File: config.mk
export PLATFORM = sky130hd
export DESIGN_NAME = hw_jpegenc_core
export DESIGN_NICKNAME = d
export VERILOG_FILES = /design/src/rtl/hw_jpegenc_core.sv
export SDC_FILE = /design/constraint.sdc
export NUM_CORES = 2
export LEC_CHECK = 0
export ABC_AREA = 1
export CAP_MARGIN = 20
export CORE_UTILIZATION = 50
export CTS_BUF_LIST = sky130_fd_sc_hd__clkbuf_16
export CTS_CLUSTER_SIZE = 10
export DETAILED_ROUTE_END_ITERATION = 12
export PLACE_DENSITY_LB_ADDON = 0.3
export SETUP_SLACK_MARGIN = 0.02
export SLEW_MARGIN = 10
export SYNTH_ARGS = -nofsm -noshare
export SYNTH_HDL_FRONTEND = slang
export SYNTH_SLANG_ARGS = --single-unit
File: constraint.sdc
create_clock -name clock -period 78.2 [get_ports clock]
set_input_delay 19.55 -clock clock [delete_from_list [all_inputs] [get_ports clock]]
set_output_delay 19.55 -clock clock [all_outputs]
set_load 0.01 [all_outputs]
File: src/rtl/hw_jpegenc_core.sv
// JPEG encoder front end: RGB -> YCbCr (JFIF integer) and an 8x8 luma
// block buffer presented as a 64-sample parallel snapshot bus.
module hw_jpegenc_core (
  input  logic         clock,
  input  logic         reset,
  input  logic [7:0]   red,
  input  logic [7:0]   green,
  input  logic [7:0]   blue,
  input  logic         input_enable,
  input  logic         output_enable,
  output logic [7:0]   y_out,
  output logic [7:0]   cb_out,
  output logic [7:0]   cr_out,
  output logic         ycc_valid,
  output logic         block_ready,
  output logic [511:0] pix_data
);

  function automatic logic [7:0] sat8(
    input logic signed [19:0] v
  );
    if (v < 20'sd0)
      return 8'd0;
    else if (v > 20'sd255)
      return 8'hff;
    else
      return v[7:0];
  endfunction

  logic signed [19:0] r_s, g_s, b_s;
  logic signed [19:0] y_sum, cb_sum, cr_sum;
  logic signed [19:0] y_sh, cb_sh, cr_sh;

  assign r_s = {12'd0, red};
  assign g_s = {12'd0, green};
  assign b_s = {12'd0, blue};

  assign y_sum  = 20'sd77 * r_s + 20'sd150 * g_s
                + 20'sd29 * b_s + 20'sd128;
  assign cb_sum = 20'sd128 * b_s - 20'sd43 * r_s
                - 20'sd85 * g_s + 20'sd128;
  assign cr_sum = 20'sd128 * r_s - 20'sd107 * g_s
                - 20'sd21 * b_s + 20'sd128;

  // floor shift, then chroma offset before clamping
  assign y_sh  = y_sum >>> 8;
  assign cb_sh = (cb_sum >>> 8) + 20'sd128;
  assign cr_sh = (cr_sum >>> 8) + 20'sd128;

  logic [7:0]   y_q, cb_q, cr_q;
  logic         valid_q;
  logic [7:0]   mem_q [64];
  logic [5:0]   wr_ptr_q;
  logic         rdy_q, rdy_d;
  logic [511:0] pix_q;
  logic [511:0] mem_flat;
  logic         wr_last;

  always_comb begin
    mem_flat = '0;
    for (int i = 0; i < 64; i++)
      mem_flat[8*i +: 8] = mem_q[i];
  end

  assign wr_last = valid_q && (wr_ptr_q == 6'd63);

  always_comb begin
    rdy_d = rdy_q;
    if (output_enable)
      rdy_d = 1'b0;
    if (wr_last)
      rdy_d = 1'b1;
  end

  always_ff @(posedge clock or posedge reset) begin
    if (reset) begin
      y_q     <= '0;
      cb_q    <= '0;
      cr_q    <= '0;
      valid_q <= 1'b0;
    end else begin
      valid_q <= input_enable;
      if (input_enable) begin
        y_q  <= sat8(y_sh);
        cb_q <= sat8(cb_sh);
        cr_q <= sat8(cr_sh);
      end
    end
  end

  // snapshot reads mem_flat, so it sees pre-write contents
  always_ff @(posedge clock or posedge reset) begin
    if (reset) begin
      for (int i = 0; i < 64; i++)
        mem_q[i] <= '0;
      wr_ptr_q <= '0;
      rdy_q    <= 1'b0;
      pix_q    <= '0;
    end else begin
      if (valid_q) begin
        mem_q[wr_ptr_q] <= y_q;
        wr_ptr_q        <= wr_ptr_q + 6'd1;
      end
      rdy_q <= rdy_d;
      if (output_enable)
        pix_q <= mem_flat;
    end
  end

  assign y_out       = y_q;
  assign cb_out      = cb_q;
  assign cr_out      = cr_q;
  assign ycc_valid   = valid_q;
  assign block_ready = rdy_q;
  assign pix_data    = pix_q;

endmodule

==> flow_summary.json <==
{
  "synth_adder_area_share": 0.114,
  "place_ws_ps": 51260,
  "reg2reg_setup_slack_ps": 75240,
  "synthSimpleGateAreaFrac": 0.0905,
  "setup_viol": 0,
  "critical-path-slowest-cell": "clkdlybuf4s50_1",
  "r2r-end": "mem_flat[368]",
  "final_layout_size_suffix_gt1_frac": 0.139,
  "synthToLayoutAreaGrowth_pct": 20.7,
  "synth_seq_cells": 1056,
  "drv_slew": 0,
  "drt_wl_total_um": 130000,
  "fin_ws_ps": 52030,
  "synth_top_family_by_area": "multiplexers",
  "top_usage_layer": "met2",
  "synthArstFlopShare": 1.00,
  "grt_pass1_wl_um": 202000,
  "p_comb_frac": 0.499,
  "viasPerCell": 5.37,
  "cts_buffer_depth": 3,
  "syn_nets": 4766,
  "synth_warnings": 0,
  "root_buffer": "clkbuf_16",
  "hold_depth": 1,
  "p_int_uw": 1480,
  "grtUsageMet2": 0.438,
  "core-area_mm2": 0.0952,
  "post-route-period-util": 0.335,
  "drv_cap": 0,
  "ys_top_cells_by_area": "dfrtp_1 55%, mux2_2 11%, ha_1 7.1%",
  "p_per_area_mw_per_mm2": 43.7,
  "die_x_um": 312,
  "cts_buffers": 117,
  "cpLargestDelayFamily": "adder cells",
  "vdd_ir_drop_max_mv": 0.0630,
  "synth_common_cells": "1,056 x dfrtp_1, 827 x nand2_1, 523 x o21ai_0",
  "start_util": 0.506,
  "grtUsageMet3": 0.0466,
  "slew_headroom": 0.208,
  "hold_start": "mem_flat[272]",
  "io_buffers": 565,
  "critPathArrivalTime_ps": 26730,
  "worst-path-buf-inv": 6,
  "grt-ovfl-total": 0,
  "avgSynthCellArea_um2": 11.0,
  "yosysTopAreaCell": "dfrtp_1",
  "worstMarginPinSlew_ps": 1180,
  "rows": 113,
  "cp.required_ps": 78760,
  "tritoncts": "done",
  "die-height_um": 312,
  "synthMuxAreaShare": 0.114,
  "tns_ps": 0,
  "dieArea_mm2": 0.0976,
  "cts_resized": 0,
  "cp-start-kind": "input pin",
  "synth_compound_area_frac": 0.0739,
  "grt_max_degree": 194,
  "clock.fmax_mhz": 38.2,
  "cts_setup_buffers": 0,
  "synth-xor-area-share": 0.0102,
  "gp_congestion": 0.910,
  "p_sw_frac": 0.416,
  "nets": 5301,
  "ys.flop_type": "dfrtp_1",
  "dp_hpwl_um": 89400,
  "first_pass_iters": 9,
  "holdCritPathClass": "flip-flop to flip-flop",
  "vias": 33150,
  "startpoint": "green[4]",
  "hold_viol_final": 0,
  "wire_per_inst_um": 21.0,
  "clock_latency_ps": 710,
  "hold_path_end": "pix_data[272]",
  "p_seq_frac": 0.312,
  "detail_route.iter0.violations": 2232,
  "ios": 566,
  "crit_path_end_kind": "flip-flop",
  "synth_edf_count": 0,
  "yosysSeqAreaShare": 0.549,
  "rsz0062_at_grt": "false",
  "grt_pass1_vias": 33691,
  "outcome": "completed",
  "crit_type": "input pin to flip-flop",
  "power_frac_clock": 0.188,
  "r2r_cells": 5,
  "fin_crit_ps": 26170,
  "cts_num_sinks": 1056,
  "use_met1": 0.353,
  "clk_pin_slew_ps": 60,
  "fin_worst_skew_ps": 48.6,
  "antenna_cells": 0,
  "total_leakage_power_uw": 0.0286,
  "worstPathMaxFanout": 8,
  "drc": 0,
  "syn-cell-area_mm2": 0.0482,
  "holdBufCountCts": 0,
  "p_switching_uw": 1060,
  "synthCells": 4362,
  "r2r_start": "ycc_valid",
  "synthDistinctLibCells": 43,
  "yosysMostFrequentCell": "dfrtp_1",
  "ant_nets": 0,
  "antenna_found_initial": 3,
  "grt_usage": 0.270,
  "synth.top_cell.area_share": 0.549,
  "htree_levels": 3,
  "fillers": 7685,
  "cpPeakStageDelay_ps": 630
}
## cell families (layout without fill, tap and decap cells)
| group | count (synthesis) | after routing |
|---|---|---|
| AO/OA/AOI/OAI | 694 | 694 |
| flip-flops | 1056 | 1056 |
| multiplexers | 488 | 488 |
| AND/OR/NAND/NOR | 1083 | 1083 |
| buffers and inverters | 609 | 1160 |
| adder cells (fa/ha/maj) | 376 | 376 |
| XOR/XNOR | 56 | 56 |
## worst max path at each step
| stage | to | slack, ps | cells after the start |
|---|---|---|---|
| floorplan | block_ready | 28930 | 1 |
| global placement | y_out[6] | 51370 | 30 |
| detailed placement | y_out[0] | 51260 | 30 |
| CTS | y_out[0] | 52060 | 30 |
| global route | y_out[0] | 51510 | 30 |
| finish | y_out[1] | 52030 | 30 |
## layout by cell type (no fill, tap or decap), drive strengths merged, types with 2 or more instances in the layout
master	netlist	layout
nand4	14	14
inv	431	440
o21bai	9	9
a211oi	3	3
or2	2	2
nand3b	4	4
nand3	53	53
o21ai	530	530
dfrtp	1056	1056
a21oi	131	131
xnor2	17	17
o31ai	3	3
nor2	152	152
a31oi	4	4
a21o	8	8
fa	104	104
xor2	39	39
nand2	834	834
nor4	2	2
mux2	488	488
ha	272	272
clkdlybuf4s50	0	564
clkbuf	132	118
and2	5	5
clkinv	1	8
buf	45	29
nor3	16	16
## layout make-up
cell class | instances | area, um2 | area share
sequential | 1056 | 26400 | 0.455
multi-input combinational | 2697 | 19400 | 0.334
timing repair buffer | 593 | 5930 | 0.102
clock buffer | 118 | 2950 | 0.0508
inverter | 432 | 1630 | 0.0281
tap | 1265 | 1580 | 0.0272
clock inverter | 17 | 200 | 0.00344
## through the flow
stage	hold WS [ps]	cells	power, uW	cell area (um2)	util
after global routing	488	6178	2750	58100	0.611
after floorplan	448	4362	1600	48200	-
final	472	6178	2540	58100	0.611
after detailed placement	467	6042	2060	55000	0.578
after global placement	460	6042	2040	55000	0.578
after CTS	470	6177	2560	58100	0.611
## power groups by stage
stage | sequential [uW] | combinational [uW] | clock (uW)
2_1_floorplan | 814 | 782 | 0
3_3_place_gp | 793 | 1250 | 0
3_5_place_dp | 799 | 1270 | 0
4_1_cts | 792 | 1280 | 487
5_1_grt | 810 | 1430 | 508
6_report | 792 | 1270 | 478
## sequential cells by signal (all words and copies together), names as in the netlist
| signal | cells |
|---|---|
| block_ready | 1 |
| wr_ptr_q | 6 |
| mem_flat | 512 |
| cb_out | 8 |
| pix_data | 512 |
| cr_out | 8 |
| y_out | 8 |
| ycc_valid | 1 |
## per-layer routing
layer  vias to the layer above  wire [um]
met3                       275       6730
met2                       857      61900
met4                         2       6690
met1                     16685      54600
met5                         -         11
li1                      15331          -
(Power assumes the default switching activity.)
